--- src/rtl/adct_pkg.sv ---
// Shared ADCT timing constants and FSM state type, sized to match the CSR
// field widths of the ADCT control registers.
package adct_pkg;

  localparam int ADCT_PSC_W_PULS  = 23;
  localparam int ADCT_PSC_W_SRATE = 8;
  localparam int ADCT_DLY_W       = 9;
  localparam int ADCT_PW_W        = 16;

  typedef enum logic {
    IDLE = 1'b0,
    RUN  = 1'b1
  } adct_state_e;

endpackage

--- src/rtl/adct_psc.sv ---
// Loadable prescaler down-counter with phase-align (sync) and wrap detection.
// Produces a registered one-cycle strobe on each wrap; shared by PULS and SRATE channels.
module adct_psc
  import adct_pkg::*;
#(
  parameter int PSC_W = ADCT_PSC_W_SRATE
) (
  input  logic             i_clk,
  input  logic             i_rst,
  input  logic             i_clear,
  input  logic             i_start,
  input  logic             i_active,
  input  logic             i_sync,
  input  logic [PSC_W-1:0] i_psc_div,
  output logic             o_stb,
  output logic             o_wrap
);

  logic [PSC_W-1:0] psc_cnt;

  assign o_wrap = i_active && (psc_cnt == '0);

  // A wrap always wins over sync so a sync landing on the wrap edge yields one strobe.
  always_ff @(posedge i_clk or posedge i_rst) begin
    if (i_rst) begin
      psc_cnt <= '0;
      o_stb   <= 1'b0;
    end else if (i_clear) begin
      psc_cnt <= '0;
      o_stb   <= 1'b0;
    end else if (i_start) begin
      psc_cnt <= i_psc_div;
      o_stb   <= 1'b0;
    end else if (o_wrap) begin
      psc_cnt <= i_psc_div;
      o_stb   <= 1'b1;
    end else if (i_active) begin
      psc_cnt <= i_sync ? '0 : psc_cnt - 1'b1;
      o_stb   <= 1'b0;
    end else begin
      o_stb   <= 1'b0;
    end
  end

endmodule

--- src/rtl/adct_puls_timer.sv ---
// ADC trigger timing generator: prescaled period strobe followed by a delayed,
// programmable-width convert pulse. Delay and width are captured only at wrap.
module adct_puls_timer
  import adct_pkg::*;
#(
  parameter int PSC_W = ADCT_PSC_W_PULS,
  parameter int DLY_W = ADCT_DLY_W,
  parameter int PW_W  = ADCT_PW_W
) (
  input  logic             i_clk,
  input  logic             i_rst,
  input  logic             i_en,
  input  logic             i_sync,
  input  logic [PSC_W-1:0] i_psc_div,
  input  logic [DLY_W-1:0] i_dly,
  input  logic [PW_W-1:0]  i_pwidth,
  output logic             o_stb,
  output logic             o_pulse,
  output logic             o_run
);

  adct_state_e      state;
  logic             wrap;
  logic [DLY_W-1:0] dly_cnt, dly_nxt;
  logic [PW_W-1:0]  pw_cnt, pw_nxt;
  logic [PW_W-1:0]  pw_hold, hold_nxt;

  adct_psc #(.PSC_W(PSC_W)) u_psc (
    .i_clk     (i_clk),
    .i_rst     (i_rst),
    .i_clear   (!i_en),
    .i_start   ((state == IDLE) && i_en),
    .i_active  ((state == RUN) && i_en),
    .i_sync    (i_sync),
    .i_psc_div (i_psc_div),
    .o_stb     (o_stb),
    .o_wrap    (wrap)
  );

  // Wrap reloads the delay counter, which also cancels a delay about to expire;
  // any pulse load overrides the running width decrement (retrigger).
  always_comb begin
    dly_nxt  = dly_cnt;
    pw_nxt   = pw_cnt;
    hold_nxt = pw_hold;
    if (wrap) begin
      dly_nxt = i_dly;
      if (i_dly == '0) begin
        pw_nxt = i_pwidth;
      end else begin
        hold_nxt = i_pwidth;
        if (pw_cnt != '0) pw_nxt = pw_cnt - 1'b1;
      end
    end else begin
      if (dly_cnt != '0) dly_nxt = dly_cnt - 1'b1;
      if (dly_cnt == DLY_W'(1)) pw_nxt = pw_hold;
      else if (pw_cnt != '0) pw_nxt = pw_cnt - 1'b1;
    end
  end

  always_ff @(posedge i_clk or posedge i_rst) begin
    if (i_rst) begin
      state   <= IDLE;
      o_run   <= 1'b0;
      dly_cnt <= '0;
      pw_cnt  <= '0;
      pw_hold <= '0;
      o_pulse <= 1'b0;
    end else if (!i_en) begin
      state   <= IDLE;
      o_run   <= 1'b0;
      dly_cnt <= '0;
      pw_cnt  <= '0;
      pw_hold <= '0;
      o_pulse <= 1'b0;
    end else begin
      case (state)
        IDLE: begin
          state <= RUN;
          o_run <= 1'b1;
        end
        RUN: begin
          dly_cnt <= dly_nxt;
          pw_cnt  <= pw_nxt;
          pw_hold <= hold_nxt;
          o_pulse <= (pw_nxt != '0);
        end
        default: state <= IDLE;
      endcase
    end
  end

endmodule

--- config.mk ---
export PLATFORM = sky130hd
export DESIGN_NAME = adct_puls_timer
export DESIGN_NICKNAME = d
export VERILOG_FILES = /design/src/rtl/adct_pkg.sv /design/src/rtl/adct_psc.sv /design/src/rtl/adct_puls_timer.sv
export SDC_FILE = /design/constraint.sdc
export NUM_CORES = 1
export LEC_CHECK = 0
export CAP_MARGIN = 20
export CORE_UTILIZATION = 40
export CTS_BUF_LIST = sky130_fd_sc_hd__clkbuf_2
export CTS_CLUSTER_DIAMETER = 150
export DETAILED_ROUTE_END_ITERATION = 7
export PLACE_DENSITY = 0.71
export SYNTH_ARGS = -nofsm -noshare
export SYNTH_HDL_FRONTEND = slang
export SYNTH_SLANG_ARGS = --single-unit
--- constraint.sdc ---
create_clock -name i_clk -period 2.8 [get_ports i_clk]
set_input_delay 0.7 -clock i_clk [delete_from_list [all_inputs] [get_ports i_clk]]
set_output_delay 0.7 -clock i_clk [all_outputs]
set_load 0.01 [all_outputs]
==> out/results.tsv <==
stage	metric	value	unit
logic_synthesis	Post-synth EDFFs	0	
power	P_leak	2.48	nW
die	I/O pin count	55	
layout	share of layout cells above drive strength 1	18.3	%
placed_design	gpl congestion	0.913	
worst_setup_path	Worst R2R Path Depth	10	
clocking	CTS tree	done	
timing	# setup viols final	4	
worst_setup_path	CP endpoint kind	register	
detailed_routing	drt wl/cell	15.7	microns
power	Peak supply drop	0.316	mV
die	Core Area	10300	sq um
clocking	htree depth	3	
clocking	Reg clk slew, reported paths	0.17	ns
die	DIE HEIGHT	105	microns
worst_setup_path	crit path DAT	3.34	ns
layout	number of diodes	0	
layout	Final Instance Area	5610	sq um
die	Die X-Extent	105	microns
detailed_routing	DR iter-0 viols	271	
logic_synthesis	Mean Syn Cell Area	7.99	sq um
timing	Slew headroom	65.0	%
global_routing	gr ovfl total	0	
timing	unrepaired setup endpoints after global routing	true	
logic_synthesis	Syn. warnings	0	
clocking	clk buf depth	2	
logic_synthesis	dominant cells by area after synthesis	dfrtp_1 40%, nor2_1 7.2%, o21ai_0 5.4%	
clocking	clock sink count	68	
logic_synthesis	Commonest cells post-synth	81 x nor2_1, 68 x dfrtp_1, 59 x nand2_1	
worst_setup_path	Critical Path RT	3.20	ns
die	Row Count	37	
logic_synthesis	Synth Register Bits	68	
worst_setup_path	Crit. Startpoint	u_psc.psc_cnt[15]	
worst_setup_path	R2R Path End	o_pulse	
global_routing	initial antenna violation count	0	
timing	Worst-Margin Slew	0.524	ns
clocking	root buffer cell	clkbuf_2	
logic_synthesis	Seq/Total Area, Yosys	40.1	%
detailed_routing	drt drc	0	
global_routing	largest net degree at the start of global routing	43	
timing	Final Skew	0.0208	ns
timing	crit share post-route	105	%
logic_synthesis	cell taking the most area after synthesis	dfrtp_1	
layout	final net count	693	
detailed_routing	Detail Route Antenna Nets	0	
clocking	Worst-Skew Late Latency	0.52	ns
worst_setup_path	worst-path fanout max	5	
placed_design	dpl cells	747	
logic_synthesis	Distinct cells, synth	49	
global_routing	vias in the first global route	4287	
logic_synthesis	Cells after Synth	531	
layout	multi-input logic area	2510	sq um
worst_setup_path	r2r setup slk	-0.13	ns
timing	final hold vios	0	
outcome	status	complete, but fails checks	
logic_synthesis	Post-synth top flop	dfrtp_1	
timing	PnR worst setup slack	-0.134	ns
detailed_routing	Pre-Repair DR Iteration Count	5	
layout	Post-Layout Cell Count	775	
detailed_routing	via count	4392	
clocking	Num CTS Buffers	9	
worst_setup_path	CP Capture Point	o_pulse	
logic_synthesis	cell with the most instances after synthesis	nor2_1	
die	DIE AREA	11000	sq um
die	Starting Density	41.1	%
layout	Layout area overhead	32.3	%
timing	Pins Over Slew Limit	0	
global_routing	first-pass GRT wire length	20400	microns
timing	Achievable Freq	341	MHz
power	power density over the cells	718	nW/um^2
worst_setup_path	critical setup path kind	reg -> reg	
global_routing	total track usage	23.1	%
worst_setup_path	Worst R2R Start	u_psc.psc_cnt[15]	
logic_synthesis	syn_nets	589	
placed_design	port bufs	54	
placed_design	DP HPWL	8550	microns
layout	Sequential Area	1700	sq um
outcome	violated checks	setup timing	
worst_setup_path	Worst Setup Start Kind	register	
detailed_routing	Detailed Route WL	12200	microns
logic_synthesis	share of the synthesized area in the top cell type	40.1	%
logic_synthesis	Cell Area, Synth	4240	sq um
placed_design	pre-CTS WS	-0.216	ns
min_path	hold crit path type	in -> async	
placed_design	Post-DP Area	5300	sq um
detailed_routing	Vias/cell	5.67	
timing	Final Critical Period	2.93	ns
logic_synthesis	asr flop ratio synth	100	%
run	Max-Cap Viols	0	
layout	FILL cells	930	
logic make-up (layout without fill, tap and decap cells):
| family | Yosys count | after routing | synth area share (%) |
|---|---|---|---|
| DFF | 68 | 68 | 40.1 |
| adders and majority gates | 6 | 6 | 1.77 |
| and+or+nand+nor | 250 | 250 | 28.5 |
| AOI/OAI and AO/OA | 132 | 132 | 18.6 |
| buffers and inverters | 41 | 149 | 3.71 |
| muxes | 7 | 7 | 1.68 |
| xor gates and xnor gates | 27 | 27 | 5.57 |
layout make-up:
class | count | share of cell area [%]
flip-flops and latches | 68 | 30.3
clock inverters | 4 | 0.312
well taps | 136 | 3.03
multi-input cells | 422 | 44.8
repair buffers | 124 | 19.9
clock buffers | 11 | 0.981
inverters | 10 | 0.669
layer usage:
| layer | GRT usage, % | share of wire [%] |
|---|---|---|
| met1 | 29.0 | 42 |
| met2 | 39.3 | 49 |
| met3 | 5.99 | 6.2 |
| met4 | 6.44 | 2.2 |
| met5 | 0 | 0 |
state kept, by name, indices dropped and copies added (netlist names):
signal         cells
pw_cnt            16
u_psc.psc_cnt     23
pw_hold           16
u_psc.o_stb        1
dly_cnt            9
o_run              1
state              1
o_pulse            1
metrics by stage:
| step | utilization, % | setup TNS [ns] | hold slack, ns | total power, mW |
|---|---|---|---|---|
| 3_3_place_gp | 51.3 | -0.108 | 0.505 | 3.32 |
| 5_1_grt | 54.4 | -1.82 | 0.261 | 4.37 |
| 6_report | 54.4 | -0.384 | 0.324 | 4.03 |
| 2_1_floorplan | - | -0.225 | 0.471 | 2.60 |
| 4_1_cts | 53.3 | -0.121 | 0.304 | 3.90 |
| 3_5_place_dp | 51.3 | -0.364 | 0.505 | 3.35 |
worst min path at each step:
stage	slack (ns)	startpoint	to
2_1_floorplan	0.47	dly_cnt[7]	dly_cnt[7]
4_1_cts	0.30	i_rst	o_run
3_5_place_dp	0.50	dly_cnt[7]	dly_cnt[7]
3_3_place_gp	0.51	dly_cnt[7]	dly_cnt[7]
6_report	0.32	i_rst	o_run
5_1_grt	0.26	i_rst	o_run
what timing repair did:
action                                  CTS  global route
endpoints found under the setup margin   14            31
pin swaps                                 9             7
hold buffers                              0             0
gates resized for setup                  16            16
buffers inserted                          7             7
cells in the final DEF (no fill, tap or decap), drive strengths merged, types with 8 or more instances in the layout:
cell type      Yosys  final
clkdlybuf4s50      0     54
a21oi             39     39
o21ai             47     47
nand3              8      8
dfrtp             68     68
a22oi             11     11
xor2              19     19
nor2              81     81
xnor2              8      8
buf                4     70
or3               15     15
clkbuf            27     11
a211oi            14     14
nand2             59     59
inv                9      9
nor4              13     13
nor3              35     35
worst max-delay path: stages (launching register included):
cell	delay, ns
dfrtp_1	0.41
or4_4	0.53
or4_4	0.51
buf_6	0.15
nor4_4	0.37
buf_4	0.18
a21o_1	0.10
nand3_1	0.09
and2_4	0.18
nor3b_2	0.17
a41oi_1	0.12
power by group:
| part | leakage (nW) | total (mW) | internal [mW] | switching, mW |
|---|---|---|---|---|
| clock network | 0.0566 | 0.456 | 0.111 | 0.345 |
| logic | 1.51 | 2.29 | 1.09 | 1.20 |
| registers | 0.916 | 1.28 | 1.12 | 0.165 |
Power figures use the tool's default switching activity.
